`config.mk`:
```
export PLATFORM = sky130hd
export DESIGN_NAME = ac3_quant_ctrl_flat
export DESIGN_NICKNAME = d
export VERILOG_FILES = /design/src/rtl/ac3_quant_ctrl_if.sv /design/src/rtl/ac3_quant_ctrl.sv /design/src/flat_wrapper.sv
export SDC_FILE = /design/constraint.sdc
export NUM_CORES = 1
export LEC_CHECK = 0
export ABC_AREA = 1
export BUFFER_PORTS_ARGS = -buffer_cell sky130_fd_sc_hd__buf_4
export CELL_PAD_IN_SITES_DETAIL_PLACEMENT = 1
export CELL_PAD_IN_SITES_GLOBAL_PLACEMENT = 1
export CORE_MARGIN = 4
export CORE_UTILIZATION = 36
export CTS_BUF_LIST = sky130_fd_sc_hd__clkbuf_16
export CTS_CLUSTER_DIAMETER = 120
export CTS_CLUSTER_SIZE = 40
export DETAILED_ROUTE_END_ITERATION = 6
export PLACE_DENSITY_LB_ADDON = 0.1
export SYNTH_ARGS = -nofsm -noshare
export SYNTH_HDL_FRONTEND = slang
export SYNTH_SLANG_ARGS = --single-unit
```
`constraint.sdc`:
```
create_clock -name clk -period 1.52 [get_ports clk]
set_input_delay 0.152 -clock clk [delete_from_list [all_inputs] [get_ports clk]]
set_output_delay 0.152 -clock clk [all_outputs]
set_load 0.005 [all_outputs]
```
`src/rtl/ac3_quant_ctrl_if.sv`:
```
// Result readout handshake between the AC3 sequencer and its consumer.
// The master presents valid/sel; the slave answers with ready.
interface ac3_quant_ctrl_if #(
    parameter int NREG = 4
);
    localparam int SW = (NREG > 1) ? $clog2(NREG) : 1;

    logic          valid;
    logic [SW-1:0] sel;
    logic          ready;

    modport master (output valid, output sel, input ready);
    modport slave  (input valid, input sel, output ready);
endinterface

```
`src/rtl/ac3_quant_ctrl.sv`:
```
// Sequencer for the AC3 accumulate/quantize registers.
// One pass: clear, gated writes, arithmetic shifts, indexed readout.
module ac3_quant_ctrl #(
    parameter int W    = 22,
    parameter int NREG = 4,
    parameter int SHW  = 5
) (
    input  logic           clk,
    input  logic           rst_n,
    input  logic           start,
    input  logic           abort,
    input  logic [SHW-1:0] shift_amt,
    input  logic           acc_valid,
    input  logic           acc_last,
    output logic           cl_en,
    output logic           w_en,
    output logic           s_en,
    output logic           busy,
    output logic           done,
    ac3_quant_ctrl_if.master out
);
    localparam int SW = (NREG > 1) ? $clog2(NREG) : 1;
    localparam logic [SHW-1:0] SH_MAX  = SHW'(W - 1);
    localparam logic [SW-1:0]  SEL_END = SW'(NREG - 1);

    typedef enum logic [2:0] {
        IDLE, CLEAR, ACCUM, SHIFT, OUTPUT
    } state_t;

    state_t         st, nxt;
    logic [SHW-1:0] sh_cnt;
    logic [SW-1:0]  sel_q;
    logic           done_q;
    logic           acc_ok;
    logic           out_end;

    assign acc_ok  = (st == OUTPUT) && out.ready;
    assign out_end = acc_ok && (sel_q == SEL_END);

    always_ff @(posedge clk or negedge rst_n) begin
        if (!rst_n) begin
            st     <= IDLE;
            sh_cnt <= '0;
            sel_q  <= '0;
            done_q <= 1'b0;
        end else begin
            st     <= nxt;
            done_q <= out_end && !abort;
            if (abort) begin
                sh_cnt <= '0;
                sel_q  <= '0;
            end else begin
                if (st == IDLE && start)
                    sh_cnt <= (shift_amt > SH_MAX) ? SH_MAX : shift_amt;
                else if (st == SHIFT)
                    sh_cnt <= sh_cnt - 1'b1;
                if (out_end)
                    sel_q <= '0;
                else if (acc_ok)
                    sel_q <= sel_q + 1'b1;
            end
        end
    end

    always_comb begin
        nxt = st;
        if (abort) begin
            nxt = IDLE;
        end else begin
            unique case (st)
                IDLE:   if (start) nxt = CLEAR;
                CLEAR:  nxt = ACCUM;
                ACCUM:
                    if (acc_valid && acc_last)
                        nxt = (sh_cnt != '0) ? SHIFT : OUTPUT;
                SHIFT:  if (sh_cnt <= SHW'(1)) nxt = OUTPUT;
                OUTPUT: if (out_end) nxt = IDLE;
                default: nxt = IDLE;
            endcase
        end
    end

    // w_en is the only Mealy output: it follows acc_valid inside ACCUM.
    always_comb begin
        cl_en     = 1'b0;
        w_en      = 1'b0;
        s_en      = 1'b0;
        out.valid = 1'b0;
        unique case (1'b1)
            (st == CLEAR):  cl_en     = 1'b1;
            (st == ACCUM):  w_en      = acc_valid;
            (st == SHIFT):  s_en      = 1'b1;
            (st == OUTPUT): out.valid = 1'b1;
            default: ;
        endcase
    end

    assign out.sel = sel_q;
    assign busy    = (st != IDLE);
    assign done    = done_q;
endmodule

```
`src/flat_wrapper.sv`:
```
// flat-port wrapper written by rule: the top's interface ports become plain ports
module ac3_quant_ctrl_flat 
#(
    parameter int W    = 22,
    parameter int NREG = 4,
    parameter int SHW  = 5
)
  (clk, rst_n, start, abort, shift_amt, acc_valid, acc_last, cl_en, w_en, s_en, busy, done, out_valid, out_sel, out_ready);
  ac3_quant_ctrl_if #(.NREG(NREG)) out_i ();
  input  logic clk;
  input  logic rst_n;
  input  logic start;
  input  logic abort;
  input  logic [SHW-1:0] shift_amt;
  input  logic acc_valid;
  input  logic acc_last;
  output logic cl_en;
  output logic w_en;
  output logic s_en;
  output logic busy;
  output logic done;
  output wire logic [$bits(out_i.valid)-1:0] out_valid;
  output wire logic [$bits(out_i.sel)-1:0] out_sel;
  input wire logic [$bits(out_i.ready)-1:0] out_ready;
  assign out_valid = out_i.valid;
  assign out_sel = out_i.sel;
  assign out_i.ready = out_ready;
  ac3_quant_ctrl #(.W(W), .NREG(NREG), .SHW(SHW)) u_core (.clk(clk), .rst_n(rst_n), .start(start), .abort(abort), .shift_amt(shift_amt), .acc_valid(acc_valid), .acc_last(acc_last), .cl_en(cl_en), .w_en(w_en), .s_en(s_en), .busy(busy), .done(done), .out(out_i));
endmodule
```
After elaboration in Yosys (flattened, before gate mapping)
Index checks and enable logic that the tools add are counted.

Bits in registers: 11. Bits of input ports: 12. Output and inout port bits: 8. Logic and storage cells: 47.

Add/sub/neg operators: 2. Order comparisons: 2. Equal/unequal tests: 9. Muxes and demuxes: 18. Reduce and logical (&&, ||, !) cells: 12.

Operators by type and width (count): 5-bit two-way mux (4); 3-bit two-way mux (6); 3-bit case mux with 5 select lines (1); 3-bit nonzero test (3); 3-bit by 2-bit equality test with 1-bit output (second input constant) (2); 2-bit two-way mux (3); 3-bit by 2-bit inequality test with 1-bit output (second input constant) (2); 3-bit inequality test (second input constant) (2); 5-bit > comparator (second input constant) (1); 5-bit by 1-bit <= comparator with 1-bit output (second input constant) (1); 1-bit logical AND (5); 5-bit nonzero test (1); 5-bit by 1-bit subtractor with 5-bit output (second input constant) (1); 1-bit two-way mux (4); 4-bit AND reduction (1); 3-bit by 1-bit equality test with 1-bit output (second input constant) (1); 3-bit equality test (second input constant) (1); 3-bit logical NOT (1); 2-bit by 1-bit adder with 2-bit output (second input constant) (1); 2-bit equality test (second input constant) (1); 1-bit logical NOT (1).

Depth between registers and ports, before layout
Word-level depth: 6. Mapped depth: 8. Gate-level depth less buffers: 8.

Worst setup path before layout
No wires, ideal clock.

Kind: register to register. From: reg u_core.sh_cnt[0]. To: reg u_core.sh_cnt[2]. Arrival: 1.127 ns. Data required time: 1.455 ns. Slack: 0.328 ns. Stages on the path, launching flop included: 7. Period minus slack after synthesis: 1.192 ns. Path through: dfrtp_1 > inv_1 > ha_1 > or2_2 > nand3_1 > nand3_1 > nand2_1.

Longest elaborated chain between the ends: 4.

Ends and longest elaborated chain: from (decl) (line ac3_quant_ctrl.sv:31) `logic [SHW-1:0] sh_cnt;`; from (signal assigned) (line ac3_quant_ctrl.sv:54) `sh_cnt <= (shift_amt > SH_MAX) ? SH_MAX : shift_amt;`; from (signal assigned) (line ac3_quant_ctrl.sv:56) `sh_cnt <= sh_cnt - 1'b1;`; 5-bit by 1-bit subtractor with 5-bit output (line ac3_quant_ctrl.sv:56); 5-bit two-way mux (line ac3_quant_ctrl.sv:55) `else if (st == SHIFT)`; 5-bit two-way mux (line ac3_quant_ctrl.sv:53) `if (st == IDLE && start)`; 5-bit two-way mux (line ac3_quant_ctrl.sv:49) `if (abort) begin`.

No other way between the ends. The select of a mux whose other input is x is not followed. A chain may end at the register's enable or synchronous reset.

Worst setup path after layout
From: reg u_core.st[0]. To: out out_valid.

Longest elaborated chain between the ends: 2.

Ends and longest elaborated chain: from (decl) (line ac3_quant_ctrl.sv:30) `state_t st, nxt;`; from (signal assigned) (line ac3_quant_ctrl.sv:47) `st <= nxt;`; 3-bit equality test (line ac3_quant_ctrl.sv:93) `(st == OUTPUT): out.valid = 1'b1;`; 1-bit two-way mux (line ac3_quant_ctrl.sv:89) `unique case (1'b1)`; to (decl) (line flat_wrapper.sv:22) `output wire logic [$bits(out_i.valid)-1:0] out_valid;`.

No other way between the ends.

==> out/results.ini <==
[status]
status=completed

[finish]
drive_gt1_share_pct=26.6
syn_to_final_growth_pct=32.1
diodes=0
multi_input_area_sq_um=480
fin_area_sq_um=1120
fillers=291
final_util_pct=50.5
regArea_sq_um=275
nNetsFinal=159

[clocking]
clk_path_buf_depth=2
path_clk_slew_ns=0.04
cts_sinks=11
tritoncts=yes
cts-root-buf=clkbuf_16
htree_levels=1
post-cts-setup-buffers=0
clock_latency_ns=0.24
cts_buffers=3

[timing]
timing.setup.tns_ns=0
clock_skew_ns=0.00192
rsz0062_at_grt=no
worst_slew_pin_slew_ns=0.255
timing.fmax_mhz=722
hold_ws_ns=0.143
slew_viol_final=0
hold_violations=0
final-setup-viol-count=0
post-route-period-util_pct=91.1
slew_headroom_pct=82.8
finalWorstSetupSlack_ns=0.135
fin_crit_ns=1.38

[grt]
grt_pass1_vias=881
grt_use_met3_pct=3.22
use_met2_pct=26.1
grt_start_max_net_pins=12
grt_use_total_pct=15.3
use_met1_pct=18.4
grt_antenna_before_repair=0
grt_pass1_wl_mm=3.87
grt_most_used_layer=met2
grt_overflow_total=0

[floorplan]
start_util_pct=38.2
num_io_pins=20
die_w_um=56.4
core_area_sq_um=2210
dieArea_sq_um=3180
rows=17
die_h_um=56.4

[setup_path]
reg2reg_depth=6
worstSetupStartpointType=register
criticalPathCategory=reg -> out
crit_family=flip-flops
required_ns=1.37
cp.arrival_ns=1.23
crit_buf_inv=2
cp_slowest_cell=dfrtp_1
critPathCaptureType=output pin
worstPathCellList=nor2_2 -> nand2_1 -> inv_2 -> buf_4
crit_cells=4
worstPathMaxFanout=5
slowest_delay_ns=0.45

[pwr]
leakage_nw=0.608
p_seq_share_pct=24.5
vdd_drop_max_mv=0.894
switching_power_uw=915
power_density_nw_per_um2=1840
combPwrFrac_pct=51.8
switching_share_pct=44.5
clkPwrFrac_pct=23.7
p_int_mw=1.14

[run]
drv_cap=0

[placement]
placed_area_sq_um=1020
port_buffers=19
dpl.hpwl_mm=1.78
place_congestion=0.829
dp_slack_ns=0.191

[logic_synthesis]
yosys.area_share.adder_pct=4.44
yosys_warnings=0
syn_area_per_cell_sq_um=7.10
synth_compound_area_share_pct=9.78
synth_seq_cells=11
syn_nets=134
post-synth-top-area-fraction_pct=32.6
netlist_area_sq_um=845
synth_area_leader_cell=dfrtp_1
synth_top_family_by_area=simple AND/OR/NAND/NOR gates
synth.area.top_cells=dfrtp_1, nand2_1, nand3_1, inv_1, o21ai_0
synth_simple_gate_area_share_pct=41.0
yosysSeqAreaShare_pct=32.6
synth_cell_types=25
synthCells=119
synth_xor_area_share_pct=1.04
synthMuxAreaShare_pct=0

[routing]
vias=837
post_drt_wl_per_cell_um=13.2
drtAntennaViolNets=0
drtPass1Iterations=4
drt_wl_total_mm=2.25
detail_route.iter0.violations=9
vias_per_cell=4.89
drc=0

[hold_path]
min_path_cells=2
hold_path.class=in -> reg

[placed cells by master (no fill, tap or decap), types with 2 or more instances in the layout]
| cell type | n |
|---|---|
| a21oi_1 | 2 |
| buf_4 | 19 |
| clkbuf_16 | 3 |
| dfrtp_1 | 11 |
| ha_1 | 3 |
| inv_1 | 18 |
| inv_2 | 4 |
| nand2_1 | 30 |
| nand2_2 | 2 |
| nand3_1 | 16 |
| nand4_1 | 3 |
| nor2_1 | 9 |
| o21ai_0 | 8 |
[cell usage after synthesis]
| cell | instances |
|---|---|
| a21oi_2 | 1 |
| nand3b_1 | 1 |
| inv_2 | 4 |
| inv_4 | 1 |
| a21oi_4 | 1 |
| nor3_1 | 1 |
| nand4_1 | 3 |
| nor2_2 | 1 |
| o21ai_0 | 8 |
| inv_1 | 17 |
| nand3_1 | 16 |
| xor2_1 | 1 |
| nor2_8 | 1 |
| o21bai_1 | 1 |
| a21oi_1 | 2 |
| nor2_1 | 9 |
| nor3_4 | 1 |
| nand2_8 | 1 |
| ha_1 | 3 |
| nor3b_1 | 1 |
| nand2_2 | 2 |
| nand2_1 | 30 |
| inv_6 | 1 |
| or2_2 | 1 |
| dfrtp_1 | 11 |
[timing repair]
action,in CTS,in global routing
hold endpoints to repair,11,0
hold buffers,1,0
setup endpoints to repair,0,1
resized for setup,0,1
[cells by family after synthesis]
family,after synthesis
XOR/XNOR,1
flip-flops,11
AO/OA/AOI/OAI,13
buffers and inverters,23
adder cells (fa/ha/maj),3
AND/OR/NAND/NOR,68
[registers in the layout, summed over array words and instances (netlist names)]
signal and cells:
u_core.st 3, u_core.done 1, u_core.out.sel 2, u_core.sh_cnt 5
[through the flow]
step                power, mW  instances
detailed placement       1.56        166
global route             2.23        171
finish                   2.06        171
floorplan                1.26        119
CTS                      2.08        171
global placement         1.53        166
[worst register-to-register path, cell delays in order, from the launching register on]
cell and delay, ns:
dfrtp_1 0.42, inv_1 0.09, ha_1 0.18, nand3_1 0.16
o21ai_0 0.23, nand4_1 0.12, nand2_1 0.09
[worst paths after layout]
path	startpoint	end	slack (ns)
min in group asynchronous	rst_n	u_core.sh_cnt[1]	0.29
max in group asynchronous	rst_n	u_core.st[2]	1.08
worst max register to register	u_core.sh_cnt[0]	u_core.st[2]	0.16
worst min-delay path	abort	u_core.done	0.14
worst min register to register	u_core.sh_cnt[1]	u_core.sh_cnt[1]	0.51
worst max-delay path	u_core.st[0]	out_valid	0.14
[layout make-up]
type,count,share of cell area [%]
Sequential cell,11,24.7
Multi-Input combinational cell,85,43.0
Clock buffer,3,6.73
Clock inverter,1,0.336
Tap cell,28,3.14
Timing Repair Buffer,20,13.7
Inverter,23,8.41
[power by group through the flow]
| stage | registers, mW | clock network [mW] | logic (mW) |
|---|---|---|---|
| finish | 0.504 | 0.487 | 1.06 |
| global route | 0.524 | 0.520 | 1.19 |
| CTS | 0.501 | 0.499 | 1.08 |
| detailed placement | 0.504 | 0 | 1.06 |
| global placement | 0.496 | 0 | 1.03 |
| floorplan | 0.473 | 0 | 0.782 |
[layer usage]
layer	routed length [um]	share of wire [%]
met5	0	0
met4	37	1.6
met3	104	4.6
met2	1090	48
met1	1020	45
Note: power is estimated with default switching activity, not from simulation.
